## config.mk

```make
export PLATFORM = sky130hd
export DESIGN_NAME = ro_line_responder
export DESIGN_NICKNAME = d
export VERILOG_FILES = /design/src/rtl/cache_pkg.sv /design/src/rtl/line_assembler.sv /design/src/rtl/ro_line_responder.sv
export SDC_FILE = /design/constraint.sdc
export NUM_CORES = 1
export LEC_CHECK = 0
export BUFFER_PORTS_ARGS = -buffer_cell sky130_fd_sc_hd__buf_2
export CORE_UTILIZATION = 50
export DETAILED_ROUTE_END_ITERATION = 10
export GPL_ROUTABILITY_DRIVEN = 0
export MAX_ROUTING_LAYER = met4
export PLACE_DENSITY = 0.73
export SYNTH_ARGS = -nofsm -noshare
export SYNTH_HDL_FRONTEND = slang
export SYNTH_SLANG_ARGS = --single-unit
```

## constraint.sdc

```tcl
create_clock -name clk -period 2.8 [get_ports clk]
set_input_delay 0.7 -clock clk [delete_from_list [all_inputs] [get_ports clk]]
set_output_delay 0.7 -clock clk [all_outputs]
set_load 0.02 [all_outputs]
```

## src/rtl/cache_pkg.sv

```systemverilog
// Shared constants, types and responder state encoding for the read-only
// cache-line interface.
package cache_pkg;

  localparam int LINE_WIDTH = 256;
  localparam int BEAT_WIDTH = 64;
  localparam int BEATS      = LINE_WIDTH / BEAT_WIDTH;
  localparam int W_OFFSET   = $clog2(LINE_WIDTH / 8);
  localparam int CNT_W      = $clog2(BEATS);

  // Clears the byte-offset bits so every burst starts on a line boundary.
  localparam logic [31:0] LINE_ADDR_MASK = ~((32'd1 << W_OFFSET) - 32'd1);

  typedef logic [LINE_WIDTH-1:0] line_t;
  typedef logic [BEAT_WIDTH-1:0] beat_t;

  typedef enum logic [1:0] {
    IDLE,
    BURST,
    RESP,
    DONE
  } state_e;

endpackage

```

## src/rtl/line_assembler.sv

```systemverilog
// Collects memory beats into a cache line: beat counter plus one register
// slot per beat, beat 0 in the least-significant bits.
module line_assembler
  import cache_pkg::*;
(
  input  logic                  clk,
  input  logic                  rst_n,
  input  logic                  clear,
  input  logic                  beat_valid,
  input  logic [BEAT_WIDTH-1:0] beat_data,
  output logic                  last_beat,
  output logic [LINE_WIDTH-1:0] line
);

  logic [CNT_W-1:0] cnt_q, cnt_d;

  assign last_beat = beat_valid && (cnt_q == CNT_W'(BEATS - 1));

  // Saturates on the final beat; the next request clears it.
  always_comb begin
    cnt_d = cnt_q;
    if (clear) begin
      cnt_d = '0;
    end else if (beat_valid && !last_beat) begin
      cnt_d = cnt_q + 1'b1;
    end
  end

  always_ff @(posedge clk) begin
    if (!rst_n) begin
      cnt_q <= '0;
    end else begin
      cnt_q <= cnt_d;
    end
  end

  for (genvar gi = 0; gi < BEATS; gi++) begin : g_slot
    logic [BEAT_WIDTH-1:0] slot_q, slot_d;

    always_comb begin
      slot_d = slot_q;
      if (beat_valid && (cnt_q == CNT_W'(gi))) begin
        slot_d = beat_data;
      end
    end

    always_ff @(posedge clk) begin
      if (!rst_n) begin
        slot_q <= '0;
      end else begin
        slot_q <= slot_d;
      end
    end

    assign line[gi*BEAT_WIDTH +: BEAT_WIDTH] = slot_q;
  end

endmodule

```

## src/rtl/ro_line_responder.sv

```systemverilog
// Serves one read-only cache-line request by fetching the line from memory as
// a burst of beats and returning it with a single-cycle resp pulse.
module ro_line_responder
  import cache_pkg::*;
(
  input  logic                  clk,
  input  logic                  rst_n,
  input  logic [31:0]           line_addr,
  input  logic                  line_read,
  output logic [LINE_WIDTH-1:0] line_rdata,
  output logic                  line_resp,
  output logic [31:0]           burst_addr,
  output logic                  burst_read,
  input  logic [BEAT_WIDTH-1:0] burst_rdata,
  input  logic                  burst_resp
);

  state_e                  state_q, state_d;
  logic [31:0]             burst_addr_q, burst_addr_d;
  logic                    burst_read_q, burst_read_d;
  logic                    line_resp_q, line_resp_d;
  logic [LINE_WIDTH-1:0]   line_rdata_q, line_rdata_d;
  logic                    abort_q, abort_d;

  logic                    clear;
  logic                    beat_valid;
  logic                    last_beat;
  logic [LINE_WIDTH-1:0]   asm_line;

  // Beats outside BURST never reach the assembler.
  assign beat_valid = burst_resp && (state_q == BURST);

  line_assembler u_assembler (
    .clk        (clk),
    .rst_n      (rst_n),
    .clear      (clear),
    .beat_valid (beat_valid),
    .beat_data  (burst_rdata),
    .last_beat  (last_beat),
    .line       (asm_line)
  );

  always_comb begin
    state_d      = state_q;
    burst_addr_d = burst_addr_q;
    burst_read_d = burst_read_q;
    line_resp_d  = 1'b0;
    line_rdata_d = line_rdata_q;
    abort_d      = abort_q;
    clear        = 1'b0;
    case (state_q)
      IDLE: begin
        if (line_read) begin
          burst_addr_d = line_addr & LINE_ADDR_MASK;
          burst_read_d = 1'b1;
          abort_d      = 1'b0;
          clear        = 1'b1;
          state_d      = BURST;
        end
      end
      BURST: begin
        // Memory cannot abort a burst, so a dropped request only silences RESP.
        if (!line_read) begin
          abort_d = 1'b1;
        end
        if (last_beat) begin
          burst_read_d = 1'b0;
          state_d      = RESP;
        end
      end
      RESP: begin
        if (!abort_q && line_read) begin
          line_resp_d  = 1'b1;
          line_rdata_d = asm_line;
        end
        state_d = DONE;
      end
      DONE: begin
        state_d = IDLE;
      end
      default: begin
        state_d = IDLE;
      end
    endcase
  end

  always_ff @(posedge clk) begin
    if (!rst_n) begin
      state_q      <= IDLE;
      burst_addr_q <= '0;
      burst_read_q <= 1'b0;
      line_resp_q  <= 1'b0;
      line_rdata_q <= '0;
      abort_q      <= 1'b0;
    end else begin
      state_q      <= state_d;
      burst_addr_q <= burst_addr_d;
      burst_read_q <= burst_read_d;
      line_resp_q  <= line_resp_d;
      line_rdata_q <= line_rdata_d;
      abort_q      <= abort_d;
    end
  end

  assign line_rdata = line_rdata_q;
  assign line_resp  = line_resp_q;
  assign burst_addr = burst_addr_q;
  assign burst_read = burst_read_q;

endmodule

```

==> results of run 1 <==
==> layout make-up <==
class | instances | area [um^2]
multi-input cells | 1665 | 8480
flip-flops and latches | 546 | 10900
clock buffers | 85 | 1680
well taps | 525 | 657
fillers | 3522 | 15800
diodes | 1 | 2.50
inverters | 4 | 15.0
repair buffers | 418 | 2370
clock inverters | 14 | 174
==> cells by family (layout without fill, tap and decap cells) <==
| kind of cell | after synthesis | in the layout | synth area share [%] |
|---|---|---|---|
| simple gates | 1102 | 1102 | 20.4 |
| fa+ha+maj | 8 | 8 | 0.489 |
| compound gates | 546 | 546 | 20.0 |
| other cells | 1 | 6 | 0.0183 |
| buf+inv | 188 | 521 | 5.54 |
| mux | 3 | 3 | 0.147 |
| flops | 546 | 546 | 53.4 |
| xor+xnor | 1 | 1 | 0.0428 |
==> cells in the mapped netlist, types with 4 or more instances <==
cell type	number	area share [%]
buf_4	30	1.1
buf_1	12	0.22
and3_1	4	0.12
a21boi_1	348	13
buf_8	4	0.29
a21boi_0	193	7.1
inv_1	4	0.073
ha_1	8	0.49
buf_6	29	1.6
nand2_1	1085	20
clkbuf_1	66	1.2
dfxtp_1	546	53
buf_2	43	1.1
==> metal layers <==
| layer | vias up | routed length (um) | global-route usage (%) |
|---|---|---|---|
| li1 | 8243 | - | - |
| met5 | - | 0 | - |
| met4 | 0 | 1120 | 7.52 |
| met1 | 7835 | 23600 | 33.0 |
| met3 | 86 | 3310 | 5.45 |
| met2 | 464 | 24500 | 41.1 |
==> state kept, by name, summed over array words and instances (netlist names) <==
signal	flops
state_q	2
burst_addr	27
line_resp	1
u_assembler.g_slot.slot_q	256
u_assembler.cnt_q	2
burst_read	1
abort_q	1
line_rdata	256
==> critical path, cell delays in order, from the launching register on <==
cell	delay, ns
dfxtp_1	0.32
inv_1	0.10
ha_1	0.40
buf_4	0.23
nand3_4	0.39
buf_12	0.36
nand2_1	0.10
a21boi_1	0.06
==> stage by stage <==
stage,total power [mW],utilization [%],hold slack (ns),instances
3_5_place_dp,10.2,56.0,0.441,3158
5_1_grt,18.2,60.6,0.333,3258
4_1_cts,17.7,60.6,0.327,3257
2_1_floorplan,9.71,-,0.431,2399
6_report,17.5,60.6,0.354,3258
3_3_place_gp,10.2,56.0,0.434,3158
==> how the worst max path moves through the flow <==
stage / start / to / slack (ns) / cells past startpoint
finish: state_q[1]$_SDFFE_PN0P_ / u_assembler.g_slot[2].slot_q[52]$_SDFFE_PN0P_ / 0.68 / 7
global route: state_q[1]$_SDFFE_PN0P_ / u_assembler.g_slot[3].slot_q[27]$_SDFFE_PN0P_ / 0.53 / 7
CTS: state_q[1]$_SDFFE_PN0P_ / u_assembler.g_slot[2].slot_q[52]$_SDFFE_PN0P_ / 0.66 / 7
detailed placement: state_q[1]$_SDFFE_PN0P_ / u_assembler.g_slot[2].slot_q[43]$_SDFFE_PN0P_ / 0.67 / 7
global placement: burst_resp / u_assembler.g_slot[0].slot_q[62]$_SDFFE_PN0P_ / 0.73 / 5
floorplan: burst_resp / u_assembler.g_slot[2].slot_q[10]$_SDFFE_PN0P_ / 1.25 / 5
==> report_power, final <==
part / switching, mW / internal [mW] / total (mW)
clock network: 2.96 / 4.47 / 7.43
logic: 1.34 / 0.582 / 1.93
registers: 0.126 / 8.02 / 8.14
total: 4.43 / 13.1 / 17.5
==> impl_summary.md, run 1 <==
Drt
The number of nets with antenna violations after detailed routing is 0. The starting DRC count in detailed routing is about 1100. For this run, the detailed router's first-pass iteration total came to 5. In the final routed layout, each cell accounts on average for about 16 um. Summed over all layers, the routed wires come to 52.5 mm. The number of vias after detailed routing is 16600. The via density per instance is ~5. In the routed design, unresolved DRC markers number 0.

CTS
For this design, the CTS-stage hold fixing added 0 buffers. The clock passes through at most 3 buffers. The H-tree generated during clock tree synthesis spans 2 levels. The clock tree from TritonCTS is yes. The clock slew seen by the registers of the worst setup and hold paths is around 0.06 ns. The clock sink count is roughly 550. In this run the post-CTS setup repair buffer count came out at 0.

In this run the clock root is driven by a clkbuf_16. The number of cells upsized or downsized after cts is 0. The clock reaches the later pin of the worst-skew pair after 0.59 ns.

The number of CTS-inserted buffers is 55.

STA
Summed over all failing endpoints, the final setup total negative slack is 0 ns. Setup repair after global routing left no endpoint under its margin. The number of pins with negative max-slew slack in the final report is 0. Based on the critical path, the design can be clocked at up to between 400 and 500 MHz. Of the available clock period, the critical path in the final layout requires approximately three quarters. The final hold violation count is 0. The number of setup violations in the final report is 0.

At the pin with the least slew margin, the transition time is approximately 0.60 ns. In this run the tightest slew margin relative to its limit is around three fifths. The post-route minimum period is roughly 2.1 ns. Clock skew on the completed layout was measured at approximately 0.016 ns. After layout, the worst setup slack is between 0.6 and 0.7 ns.

Synth
In the synthesized netlist, the number of instances is about 2400. Each instance of the synthesized netlist takes up on average between 8 and 9 um^2. In this run the cell area of the synthesized design comes to 20500 um^2. Yosys printed 0 warnings. For this run, the register share of the synthesized area comes to between 50% and 60%.

In the synthesized netlist the dominant register cell turns out to be dfxtp_1. The post-synthesis register bit count is about 550. The async set-reset flop share out of synthesis is 0%. The number of enable-type register cells in the synthesized netlist is 0. The netlist uses 26 different library cells.

Floorplanning
The width of the die is between 200 and 250 um. For this configuration, the core starts out at a cell density of 51.1%. The standard-cell row count is 73. After floorplanning, the core was sized to cover ~40000 um^2. The count of boundary I/O pins is 390.

The overall die area is around 42000 um^2. The overall die height is approximately 200 um.

Run status
The flow ran to the end, and the final reports show no timing, DRC or antenna violations.

Worst setup path
The setup slack on the worst flop-to-flop path is just under 0.7 ns. The endpoint identified for the worst register-to-register timing path is u_assembler.g_slot[2].slot_q[52]$_SDFFE_PN0P_. Data on the critical path arrives at its endpoint at 2.59 ns. The maximum fanout encountered on the critical timing path is 38. The start of the worst register-to-register path is state_q[1]$_SDFFE_PN0P_. The category of the worst setup path capture point is a flip-flop. The number of cells on the worst reg-to-reg path is 7.

STA classifies the critical path startpoint as a flip-flop. The kind of critical path is reg2reg. For the worst setup path, the data required time is about 3.3 ns.

Global route
The initial antenna violation count was 1. The wire length of the first global-routing pass is around 84 mm. The number of global-route vias before repair was ~16000. The pin count of the biggest net entering global routing is 128.

In the global route stage, overall resource usage came out at approximately 26%. Summed over all layers, the global routing overflow is 0.

Placed design
In this run the cell area measured after placement is roughly 22000 um^2. At the placement stage, the worst setup path has a slack of 0.670 ns. The wire-length estimate of the detail-placed layout is 33.0 mm.

Input and output buffers added on the ports amount to between 300 and 400.

Hold path
In this run the worst hold path is classified as in2reg. The source of the worst hold timing path is line_addr[25]. The worst hold path passes through 3 cells. The worst hold endpoint is burst_addr[25]$_SDFFE_PN0P_.

Finish
The share of post-route cells with drive strength above 1 is 18.8%. The most frequent standard cell in the layout excluding fill and tap cells is nand2_1. The final standard cell area without fillers is 24300 um^2. In the final design database the tool counted 2798 nets. The growth of design area from synthesis to finish is 18.7%. In the layout the commonest cells are 1085 x nand2_1, 546 x dfxtp_1, 378 x buf_2.

Pwr
The worst-case IR drop observed on VDD is ~0.48 mV. For this design the static power due to leakage is 9.43 nW. Power spread over the standard cell area amounts to roughly 720 nW/um^2.

Flow run
Max-cap violations in this run came to 0.
Note: power is estimated with default switching activity, not from simulation.
==> run 2, diff against run 1 <==
Settings changed: PLACE_DENSITY 0.73 to 0.76.
Clock period 2.8 ns to 1.7 ns, I/O delays scaled along.
==> run 2 against run 1 <==
Final area up 3.5%. Fmax increased by 28%. Worst hold slack worse by 0.28 ns. Sequential share of layout area shrank 1.5 points. Global-route usage increased by 0.51 points. Routed wire length grew 7.6%. Die area unchanged. Final cell count up 1.2%. Clock power rose by 62%. Non-clock buffer count is 40 higher. Flip-flop and latch count stayed put. Via count increased by 4.0%.
==> impl_summary.md, run 2 (synthesized netlist as in run 1, its figures left out) <==
Worst setup path
The kind of start point of the critical path is a flip-flop. The maximum single-stage delay on the critical path is 0.35 ns (-0.05 ns). The largest individual stage delay along the critical path comes from the cell dfxtp_2. The depth of the worst register-to-register path is 8 (+1).

The worst endpoint required time is 2.21 ns (-1.07 ns). The setup slack on the worst flop-to-flop path was 0.05 ns (-0.64 ns). STA classifies the critical path endpoint as a flip-flop. In this run the critical register-to-register path is captured at line_rdata[99]$_SDFFE_PN0P_. Walking the worst path, the cells encountered are inv_1 > ha_1 > nand3b_1 > buf_4 > buf_12 > buf_16 > nand2_1 > a21boi_1.

The data arrival at the endpoint of the critical path is 2.16 ns (-0.43 ns). The startpoint identified for the worst register-to-register timing path is state_q[0]$_SDFFE_PN0P_. The maximum fanout encountered on the critical timing path is 44 (+16%). The critical path is of the reg2reg type.

Finish
The total of fill cells in the finished design is 3343 (-5.1%). The final instance count without filler cells is 3297 (+1.2%). Compared with the post-synthesis result, the final layout area differs by 22.9%. Leaving out fill and tap cells, the most frequent cells in the layout are 1085 x nand2_1, 545 x dfxtp_1, 378 x buf_2.

The library cell used most frequently in the layout, excluding fill and tap cells, is nand2_1. The share of post-route cells with drive strength above 1 is 20.0% (+1.2 points). The core occupancy in the finished layout is 62.8% (+2.1 points). The final net count is 2837 (+1.4%).

Floorplanning
The overall die height was 204 um (unchanged). The count of boundary I/O pins is 390 (unchanged). The standard-cell row count came to 73 (unchanged). The initial core utilization is 51.1% (unchanged). The overall die area came to 41800 um^2 (unchanged). The width of the die is 204 um (unchanged). The placeable core region came to 40100 um^2 (unchanged).

Drt
The average wire length per cell after detail routing is 17.1 um (+6.3%). The total DRC errors in the routed layout is 0 (unchanged). The number of vias after detailed routing is 17300 (+4.0%). The via density per instance came to 5.25 (+2.8%).

The number of nets with antenna violations after detailed routing came to 0 (unchanged). The starting DRC count in detailed routing is 1090 (+2.3%). The final wirelength was 56.5 mm (+7.6%). The detailed-routing iteration count for the pre-antenna-repair pass is 6 (+1).

CTS
Clock tree synthesis selected as its root buffer the cell clkbuf_16. The clock tree buffer depth is 3 (unchanged). The clock latency on the worst-skew pair was 0.59 ns (about the same).

The number of hold buffers added after cts came to 0 (unchanged). The clock sink count was 546 (unchanged). The CTS H-tree depth came to 2 (unchanged).

The number of CTS-inserted buffers is 54 (-1.8%). The clock slew seen by the registers of the worst setup and hold paths was 0.06 ns (about the same). The clock tree from TritonCTS is yes.

Placed design
The cell total after placement is 3179 (+0.66%). The post-place setup slack is -0.00901 ns (-0.679 ns). The count of buffers from port buffering is 379 (unchanged).

The detailed placement HPWL is 34.5 mm (+4.5%).

Hold path
The class of the tightest hold or removal check is in2reg. The worst hold endpoint is burst_addr[27]$_SDFFE_PN0P_. The cell depth of the worst hold path was 3 (unchanged). The source of the worst hold timing path is line_addr[27].

STA
The post-route minimum period is 1.65 ns (-0.464 ns). Setup repair after global routing could not meet its margin everywhere. The final-layout setup total negative slack is 0 ns (unchanged). The upper clock frequency limit was 606 MHz (+28%). The setup skew after layout is 0.0131 ns (-0.00260 ns). The number of setup violations in the final report is 0 (unchanged).

The worst hold slack is 0.0786 ns (-0.275 ns). The final hold violation count is 0 (unchanged). The final critical-path setup slack was 0.0485 ns (-0.636 ns). The number of pins with negative max-slew slack in the final report is 0 (unchanged). The final critical-path share of the clock period came to 97.1% (+22 points).

Pwr
The ratio of total power to cell area was 1170 nW/um^2 (+63%). The leakage power figure is 9.82 nW (+4.1%). The worst-case vdd ir drop is 1.07 mV (+120%).

Global route
The overall global routing resource usage is 26.4% (+0.51 points). The initial antenna violation count is 3 (+2). The pin count of the biggest net entering global routing was 121 (-5.5%). The leftover overflow at the end of global routing is 0 (unchanged). The wire length of the first global-routing pass came to 85.7 mm (+2.3%). The number of global-route vias before repair came to 16600 (+3.9%).

Flow run
The number of violations of the max-capacitance limit is 0 (unchanged).

Run status
The run finished with clean final reports.
==> run 2: cell types whose count changed in the layout (fill, tap and decap cells not counted), sizes merged <==
cell	change
buf	+28
bufbuf	+1
bufinv	-2
clkbuf	+12
clkinv	-2
diode	+2
==> run 2: repair_timing <==
action	CTS	global route
gates resized for setup	4	13
pin swaps	0	1
setup buffers	1	5
setup endpoints to repair	8	211
cloned	2	11
==> run 2: per-stage QoR <==
stage,power [mW],area [um^2]
6_report,29.5,25200
5_1_grt,30.5,25200
4_1_cts,29.2,24800
3_5_place_dp,17.2,22900
3_3_place_gp,17.1,22900
2_1_floorplan,16.0,20500
==> run 2: power breakdown <==
part           leakage [nW]  switching (mW)  internal, mW
Sequential             4.40           0.219          13.2
Combinational          4.51            2.49          1.56
Clock                 0.898            4.88          7.12
Total                  9.82            7.60          21.9
==> run 2: worst max-delay path: cells and delay by family, from the launching register on <==
family / cells / cell delay, ns
DFF: 1 / 0.35
AOI/OAI and AO/OA: 1 / 0.18
and+or+nand+nor: 2 / 0.21
buffers and inverters: 4 / 0.57
adders and majority gates: 1 / 0.23
==> run 2: worst max path at each step <==
stage / start / end / slack (ns)
2_1_floorplan: state_q[1]$_SDFFE_PN0P_ / u_assembler.g_slot[2].slot_q[10]$_SDFFE_PN0P_ / 0.29
3_3_place_gp: state_q[1]$_SDFFE_PN0P_ / u_assembler.g_slot[0].slot_q[28]$_SDFFE_PN0P_ / 0.11
3_5_place_dp: state_q[0]$_SDFFE_PN0P_ / line_rdata[24]$_SDFFE_PN0P_ / -0.009
4_1_cts: state_q[0]$_SDFFE_PN0P_ / line_rdata[15]$_SDFFE_PN0P_ / -0.02
5_1_grt: state_q[0]$_SDFFE_PN0P_ / line_rdata[120]$_SDFFE_PN0P_ / -0.05
6_report: state_q[0]$_SDFFE_PN0P_ / line_rdata[99]$_SDFFE_PN0P_ / 0.05
==> run 2: final cells by class <==
class / count / area [um^2] / share of cell area (%)
antenna: 3 / 7.51 / 0.0298
inverter: 4 / 15.0 / 0.0596
clock buffer: 86 / 1710 / 6.77
tap: 525 / 657 / 2.61
sequential: 546 / 10900 / 43.4
multi-input combinational: 1665 / 8490 / 33.7
timing repair buffer: 458 / 3270 / 13.0
clock inverter: 10 / 100 / 0.398
==> run 2: metal layers <==
metal  routed length (um)  GRT usage (%)  up-vias
li1                     -              -     8330
met1                24000           32.6     8275
met2                27300           43.1      596
met3                 3970           5.69       92
met4                 1270           7.73        0
met5                    0              -        -
